==> config.mk <==
export PLATFORM = sky130hd
export DESIGN_NAME = qspi_latency_line
export DESIGN_NICKNAME = d
export VERILOG_FILES = /design/src/rtl/qspi_sim_pkg.sv /design/src/rtl/qspi_delay_stage.sv /design/src/rtl/qspi_latency_line.sv
export SDC_FILE = /design/constraint.sdc
export NUM_CORES = 1
export LEC_CHECK = 0
export ABC_CLOCK_PERIOD_IN_PS = 1800
export BUFFER_PORTS_ARGS = -buffer_cell sky130_fd_sc_hd__buf_2
export CAP_MARGIN = 20
export CORE_ASPECT_RATIO = 0.8
export CORE_MARGIN = 4
export CORE_UTILIZATION = 50
export DETAILED_ROUTE_END_ITERATION = 8
export PLACE_DENSITY = 0.7
export SYNTH_ARGS = -nofsm -noshare
export SYNTH_HDL_FRONTEND = slang
export SYNTH_SLANG_ARGS = --single-unit
export TNS_END_PERCENT = 30
==> constraint.sdc <==
create_clock -name clk -period 1.8 [get_ports clk]
set_input_delay 0.09 -clock clk [delete_from_list [all_inputs] [get_ports clk]]
set_output_delay 0.09 -clock clk [all_outputs]
set_load 0.02 [all_outputs]
==> src/rtl/qspi_sim_pkg.sv <==
// Shared types and default sizing for the QSPI simulation helpers.
// Used by the read-data latency line and its bench.
package qspi_sim_pkg;

    typedef enum logic [1:0] {
        LAT_CAPTURE,
        LAT_RUN,
        LAT_FLUSH
    } lat_state_e;

    localparam int unsigned QSPI_LANE_W  = 4;
    localparam int unsigned QSPI_MAX_LAT = 5;

endpackage

==> src/rtl/qspi_delay_stage.sv <==
// One stage of the latency line: a W-bit register with shift enable
// and a synchronous clear that takes priority over the shift.
module qspi_delay_stage #(
    parameter int unsigned    W       = 5,
    parameter logic [W-1:0]   CLR_VAL = '0
) (
    input  logic         clk,
    input  logic         rst_n,
    input  logic         i_en,
    input  logic         i_clr,
    input  logic [W-1:0] i_d,
    output logic [W-1:0] o_q
);

    logic [W-1:0] r_q;

    always_ff @(posedge clk or negedge rst_n) begin
        if (!rst_n) begin
            r_q <= CLR_VAL;
        end else if (i_clr) begin
            r_q <= CLR_VAL;
        end else if (i_en) begin
            r_q <= i_d;
        end
    end

    assign o_q = r_q;

endmodule

==> src/rtl/qspi_latency_line.sv <==
// QSPI read-data latency emulator: delays lane data by a run-time selected
// number of cycles, with a per-stage valid bit, flush on reload and clamp.
module qspi_latency_line
    import qspi_sim_pkg::*;
#(
    parameter int unsigned          DATA_W     = QSPI_LANE_W,
    parameter int unsigned          MAX_LAT    = QSPI_MAX_LAT,
    parameter int unsigned          LAT_W      = 3,
    parameter logic [DATA_W-1:0]    IDLE_VALUE = '0
) (
    input  logic              clk,
    input  logic              rst_n,
    input  logic [LAT_W-1:0]  cfg_latency,
    input  logic              cfg_reload,
    input  logic              cs_active,
    input  logic [DATA_W-1:0] data_in,
    output logic [DATA_W-1:0] data_out,
    output logic              data_valid,
    output logic [LAT_W-1:0]  cur_latency,
    output logic              cfg_error
);

    localparam int unsigned       SW        = DATA_W + 1;
    localparam logic [SW-1:0]     STAGE_CLR = {1'b0, IDLE_VALUE};
    localparam logic [LAT_W-1:0]  MAX_LAT_L = LAT_W'(MAX_LAT);

    lat_state_e        r_state;
    lat_state_e        w_state_next;
    logic              w_load;
    logic [LAT_W-1:0]  r_cur_latency;
    logic [LAT_W-1:0]  r_fill_cnt;
    logic              r_cfg_error;
    logic              w_lat_over;
    logic [LAT_W-1:0]  w_lat_clamped;
    logic [SW-1:0]     w_stage_d [MAX_LAT];
    logic [SW-1:0]     w_stage_q [MAX_LAT];
    logic [SW-1:0]     w_tap;
    logic [DATA_W-1:0] w_data_out;
    logic              w_data_valid;
    logic              w_shift;
    logic              w_clear;

    always_ff @(posedge clk or negedge rst_n) begin
        if (!rst_n) begin
            r_state <= LAT_CAPTURE;
        end else begin
            r_state <= w_state_next;
        end
    end

    always_comb begin
        w_state_next = r_state;
        w_load       = 1'b0;
        case (r_state)
            LAT_CAPTURE: begin
                w_load       = 1'b1;
                w_state_next = LAT_RUN;
            end
            LAT_RUN: begin
                if (cfg_reload) begin
                    w_state_next = LAT_FLUSH;
                end
            end
            LAT_FLUSH: begin
                w_load       = 1'b1;
                w_state_next = LAT_RUN;
            end
            default: w_state_next = LAT_CAPTURE;
        endcase
    end

    assign w_lat_over    = (cfg_latency > MAX_LAT_L);
    assign w_lat_clamped = w_lat_over ? MAX_LAT_L : cfg_latency;
    assign w_shift       = (r_state == LAT_RUN);
    assign w_clear       = (r_state == LAT_FLUSH);

    always_ff @(posedge clk or negedge rst_n) begin
        if (!rst_n) begin
            r_cur_latency <= '0;
            r_cfg_error   <= 1'b0;
            r_fill_cnt    <= '0;
        end else begin
            if (w_load) begin
                r_cur_latency <= w_lat_clamped;
                if (w_lat_over) begin
                    r_cfg_error <= 1'b1;
                end
            end
            if (w_clear) begin
                r_fill_cnt <= '0;
            end else if (w_shift && (r_fill_cnt < r_cur_latency)) begin
                r_fill_cnt <= r_fill_cnt + 1'b1;
            end
        end
    end

    // Each stage carries {valid, data} so the valid bit travels with its beat.
    for (genvar g = 0; g < MAX_LAT; g++) begin : g_stage
        if (g == 0) begin : g_head
            assign w_stage_d[g] = {cs_active, data_in};
        end else begin : g_body
            assign w_stage_d[g] = w_stage_q[g-1];
        end
        qspi_delay_stage #(
            .W       (SW),
            .CLR_VAL (STAGE_CLR)
        ) u_stage (
            .clk   (clk),
            .rst_n (rst_n),
            .i_en  (w_shift),
            .i_clr (w_clear),
            .i_d   (w_stage_d[g]),
            .o_q   (w_stage_q[g])
        );
    end

    always_comb begin
        w_tap = STAGE_CLR;
        for (int unsigned i = 0; i < MAX_LAT; i++) begin
            if (r_cur_latency == LAT_W'(i + 1)) begin
                w_tap = w_stage_q[i];
            end
        end
        w_data_valid = 1'b0;
        w_data_out   = IDLE_VALUE;
        if (r_state == LAT_RUN) begin
            if (r_cur_latency == '0) begin
                w_data_valid = cs_active;
            end else begin
                // Beats are trusted only once the line has filled up to the tap.
                w_data_valid = w_tap[DATA_W] && (r_fill_cnt == r_cur_latency);
            end
        end
        if (w_data_valid) begin
            w_data_out = (r_cur_latency == '0) ? data_in : w_tap[DATA_W-1:0];
        end
    end

    assign data_out    = w_data_out;
    assign data_valid  = w_data_valid;
    assign cur_latency = r_cur_latency;
    assign cfg_error   = r_cfg_error;

endmodule

Yosys cells after proc, flatten, opt, wreduce, memory -nomap -nowiden. Cells that the tools add are included.

Register bits after elaboration: 34. Bits of input ports: 11. Output and inout port bits: 9. Word-level logic and storage cells: 54.

Add/sub/neg operators: 1. Magnitude comparators: 2. Equality and inequality tests: 9. Multiplexer cells: 25. Reduce and logical (&&, ||, !) cells: 8.

Operators with widths (number): $mux 5 (15); $mux 3 (3); $mux 4 (2); $eq 3x2->1 const B (2); $eq 3x3->1 const B (2); $pmux 2 s2 (1); $reduce_bool 2->1 (2); $add 3x1->3 const B (1); $eq 3x1->1 const B (1); $eq 3x3->1 (1); $gt 3x3->1 const B (1); $logic_not 3->1 (1); $lt 3x3->1 (1); $mux 1 (3); $eq 2x1->1 const B (1); $eq 2x2->1 const B (1); $logic_and 1x1->1 (2); $logic_not 2->1 (1); $mux 2 (1); $ne 2x2->1 const B (1); $reduce_and 2->1 (1); $reduce_or 2->1 (1).

Longest topological paths before layout.
Word-level depth: 10. Depth in mapped cells: 7. Gate-level depth less buffers: 6.

Modules after synthesis. From an unflattened synthesis, not the netlist that was laid out.

Cells, all modules: 166. Area total of the unflattened synthesis: 1803.0 um^2.

Modules (own cells, without submodules): qspi_delay_stage (instances 5, cells an instance 16, area each 205.2 um^2); qspi_latency_line (instances 1, cells an instance 86, area each 777.0 um^2).

Worst setup path after synthesis. Ideal clock, no wire load.

Kind: register to output. Start point: register r_cur_latency[1] (netlist: cur_latency[1]). End point: output port data_out[0]. Arrival: 1655 ps. Required time: 1710 ps. Setup slack: 55 ps. Cell stages (with the launch flop): 8. Path buffers: 1. Cell sequence: dfrtp_1 > buf_6 > inv_1 > ha_1 > nand4_1 > a31oi_1 > o21ai_1 > a21oi_1.

Word-level cells in the longest chain between the ends: 10.

RTL lines: from (decl) (RTL line qspi_latency_line.sv:30) `logic [LAT_W-1:0] r_cur_latency;`; from (signal assigned) (RTL line qspi_latency_line.sv:84) `r_cur_latency <= w_lat_clamped;`; $eq 3x1->1 (RTL line qspi_latency_line.sv:120) `if (r_cur_latency == LAT_W'(i + 1)) begin`; $mux 5 (5 in a row) (RTL line qspi_latency_line.sv:120); $logic_and 1x1->1 (RTL line qspi_latency_line.sv:131) `w_data_valid = w_tap[DATA_W] && (r_fill_cnt == r_cur_latency);`; $mux 1 (RTL line qspi_latency_line.sv:127) `if (r_cur_latency == '0) begin`; $mux 1 (RTL line qspi_latency_line.sv:126) `if (r_state == LAT_RUN) begin`; $mux 4 * (RTL line qspi_latency_line.sv:134) `if (w_data_valid) begin`; to (decl) (RTL line qspi_latency_line.sv:17) `output logic [DATA_W-1:0] data_out,`.

Mark *: on every way between the ends. The rest lies on a longest branch, timed or not.

Worst setup path in the final report.
Start point: register r_cur_latency[0] (netlist: cur_latency[0]). End point: output port data_valid.

Word-level cells in the longest chain between the ends: 9.

RTL lines: $eq 3x1->1 (RTL line qspi_latency_line.sv:120); $mux 5 (5 in a row) (RTL line qspi_latency_line.sv:120); $logic_and 1x1->1 (RTL line qspi_latency_line.sv:131); $mux 1 * (RTL line qspi_latency_line.sv:127); $mux 1 * (RTL line qspi_latency_line.sv:126); to (decl) (RTL line qspi_latency_line.sv:18) `output logic data_valid,`.

Marks and branches as above.

==> key figures <==
Run status
  – Status: finished with violations
  – Violated checks: negative setup slack

Placed design
  – Area after DPL: 2042 um^2
  – Place WS: 0.1167 ns
  – I/O Buffers: 19
  – HPWL Detailed: 2804 um
  – Placed Instances: 257
  – Routability cong.: 0.7569

Yosys
  – Seq cells post-synth: 34
  – Cells after Synth: 194
  – Cell area after synthesis: 1842 um^2
  – Post-synth top area cell: dfrtp_1
  – Syn Area/Cell: 9.494 um^2
  – Syn Nets: 213
  – Top cells by area, synth: dfrtp_1 (46%), nand3b_1 (10%), o21ai_0 (9.5%)
  – Post-synthesis sequential area ratio: 46.20%
  – Unique masters post-synth: 24
  – Post-synth top area share: 46.20%
  – Synth warn: 0

Drt
  – WL/cell: 15.31 um
  – # DRC: 0
  – Number of DRC markers in iteration 0: 134
  – Routed WL: 4150 um
  – DR pass1 iterations: 4
  – Post-route ant nets: 0
  – Vias after detailed routing: 1490
  – Drt via density: 5.498

Global routing
  – Initial antenna violation count: 0
  – Largest net degree at the start of global routing: 51
  – GRT Overall Usage: 20.29%
  – Grt peak-use layer: met2
  – Number of global-route vias before repair: 1610
  – Met2 global-route usage: 30.02%
  – Met3 Resource Use GR: 5.161%
  – First-pass GRT wire length: 7376 um
  – GRT overflow: 0
  – GR Util met1: 27.99%

Die
  – Row Count: 19
  – Horiz. Die Dim: 75.86 um
  – Initial Util: 52.70%
  – I/O Pins: 20
  – Core area: 3495 um^2
  – Die ar.: 4725 um^2
  – Die height: 62.29 um

Clock network
  – H-tree depth: 2
  – Worst-Skew Late Latency: 0.28 ns
  – Clk slew on worst S/H paths: 0.07 ns
  – Clk buf depth: 2
  – TritonCTS clock tree: built
  – Root buffer cell: clkbuf_8
  – Num Clock Sinks: 34
  – CTS Buf Count: 5

Finish
  – Area Growth Syn to Fin: 23.37%
  – Final-layout fill cell count: 280
  – Fin cells: 271
  – Post-Layout Inst Area: 2272 um^2
  – Fin nets: 247
  – ANT cells: 0
  – Share of cells above drive strength 1: 27.51%

Setup path
  – Cell family with most CP delay: flip-flops
  – CP Buf/Inv Count: 3
  – Worst Path Max Fanout: 6
  – CP Launch Type: flip-flop
  – CP endpoint kind: primary output
  – Critical-path cell list: buf_6, buf_4, nand2_1, a21oi_1, o21ai_2, nand2_1, buf_6
  – CP arrival: 1.79 ns
  – Worst Path Class, Setup: flip-flop to primary output
  – CP required: 1.71 ns
  – Slowest CP cell: dfrtp_2
  – Critical Path Max Stage Delay: 0.46 ns

Pwr
  – Worst vdd ir: 0.001888 V
  – Power, Total: 4.387 mW
  – Power density over cell area: 1931 nW/um^2
  – LEAKAGE: 1.016 nW

STA
  – Final Max Slew Viols: 0
  – WHS: 0.05957 ns
  – Final Skew: 0.004573 ns
  – Relative slew margins: 48.29%
  – Fin crit period: 1.880 ns
  – Fin crit share: 104.5%
  – Final WS setup: -0.08012 ns
  – Final setup fails: 5
  – Worst Tran Pin Value: 0.7757 ns
  – Max Freq: 0.5319 GHz
  – Hold Fails Final Rpt: 0
  – RSZ-0062 raised after global routing: yes

Job
  – Max cap viols: 0

Min path
  – Hold Path Class: primary input to flip-flop
==> synth_stat cells <==
| master | instances |
|---|---|
| nand3_1 | 4 |
| mux4_2 | 4 |
| nand2b_1 | 3 |
| ha_1 | 8 |
| clkbuf_1 | 8 |
| o21bai_1 | 1 |
| nand2_1 | 9 |
| inv_1 | 31 |
| buf_2 | 1 |
| o21ai_1 | 2 |
| a22oi_1 | 4 |
| mux2i_1 | 1 |
| o21a_1 | 3 |
| buf_6 | 2 |
| a31oi_1 | 1 |
| dfrtp_1 | 34 |
| mux2_2 | 2 |
| nand3b_1 | 25 |
| nor2_1 | 2 |
| a21oi_1 | 8 |
| nor2b_1 | 3 |
| nand4_1 | 1 |
| nor3_1 | 2 |
| o21ai_0 | 35 |
==> final timing paths <==
check | start | to | cells past startpoint | slack [ns]
max | cur_latency[0] | data_valid | 7 | -0.08
min | data_in[3] | g_stage[0].u_stage.o_q[3] | 3 | 0.06
max reg2reg | cur_latency[1] | r_fill_cnt[2] | 6 | 0.13
min reg2reg | cfg_error | cfg_error | 1 | 0.47
max in group asynchronous | rst_n | cur_latency[0] | 2 | 0.84
min in group asynchronous | rst_n | g_stage[4].u_stage.o_q[2] | 2 | 0.42
==> area by class of cell <==
type | count | area, um^2 | share of cell area (%)
clock buffers | 7 | 86.33 | 3.800
repair buffers | 38 | 280.3 | 12.33
multi-input cells | 118 | 879.6 | 38.71
inverters | 31 | 116.4 | 5.121
clock inverters | 1 | 5.005 | 0.2203
well taps | 42 | 52.55 | 2.313
flip-flops and latches | 34 | 852.1 | 37.50
==> registers in the layout (all words and copies together), names as in the netlist <==
name,count
r_fill_cnt,3
r_state,2
g_stage.u_stage.o_q,25
cur_latency,3
cfg_error,1
==> metal layers <==
| metal | vias to the layer above | share of wire (%) |
|---|---|---|
| li1 | 723 | - |
| met3 | 7 | 5.0 |
| met2 | 43 | 47 |
| met5 | - | 0 |
| met1 | 717 | 46 |
| met4 | 0 | 1.4 |
==> repair_timing <==
item                                    in CTS  in global routing
endpoints found under the hold margin       34                  0
gates cloned                                 0                  0
setup buffers                                5                  0
pin swaps                                    5                  3
hold buffers                                 1                  0
endpoints found under the setup margin       5                  5
resized for setup                           14                  8
==> cell usage in the layout (no fill, tap or decap), types with 6 or more instances in the layout <==
cell,n
buf_4,18
buf_2,14
inv_1,30
nand2_1,9
clkbuf_8,6
ha_1,6
o21ai_0,35
nand3b_1,25
dfrtp_1,33
==> power by group <==
group	switching, mW	leakage, nW	internal, mW
Clock	0.273	0.0482	0.309
Sequential	0.251	0.431	1.09
Combinational	1.33	0.536	1.13
Total	1.86	1.02	2.53
==> worst reg2reg max path, stage by stage, from the launching register on <==
cell,delay (ns)
dfrtp_1,0.43
inv_2,0.08
ha_4,0.26
nor2b_1,0.22
o21ai_1,0.14
nand3_1,0.11
mux2_2,0.33
==> per-stage QoR <==
stage	setup TNS (ns)	utilization, %
2_1_floorplan	0	-
5_1_grt	-0.8850	65.02
6_report	-0.3288	65.02
3_5_place_dp	0	58.43
3_3_place_gp	0	58.43
4_1_cts	-0.1901	64.16
==> kinds of logic after synthesis <==
logic type	Yosys count	share of synthesized area [%]
AO/OA/AOI/OAI	54	15.83
adder cells (fa/ha/maj)	8	5.435
AND/OR/NAND/NOR	49	16.44
flip-flops	34	46.20
multiplexers	7	6.658
buffers and inverters	42	9.443
Power figures use the tool's default switching activity.
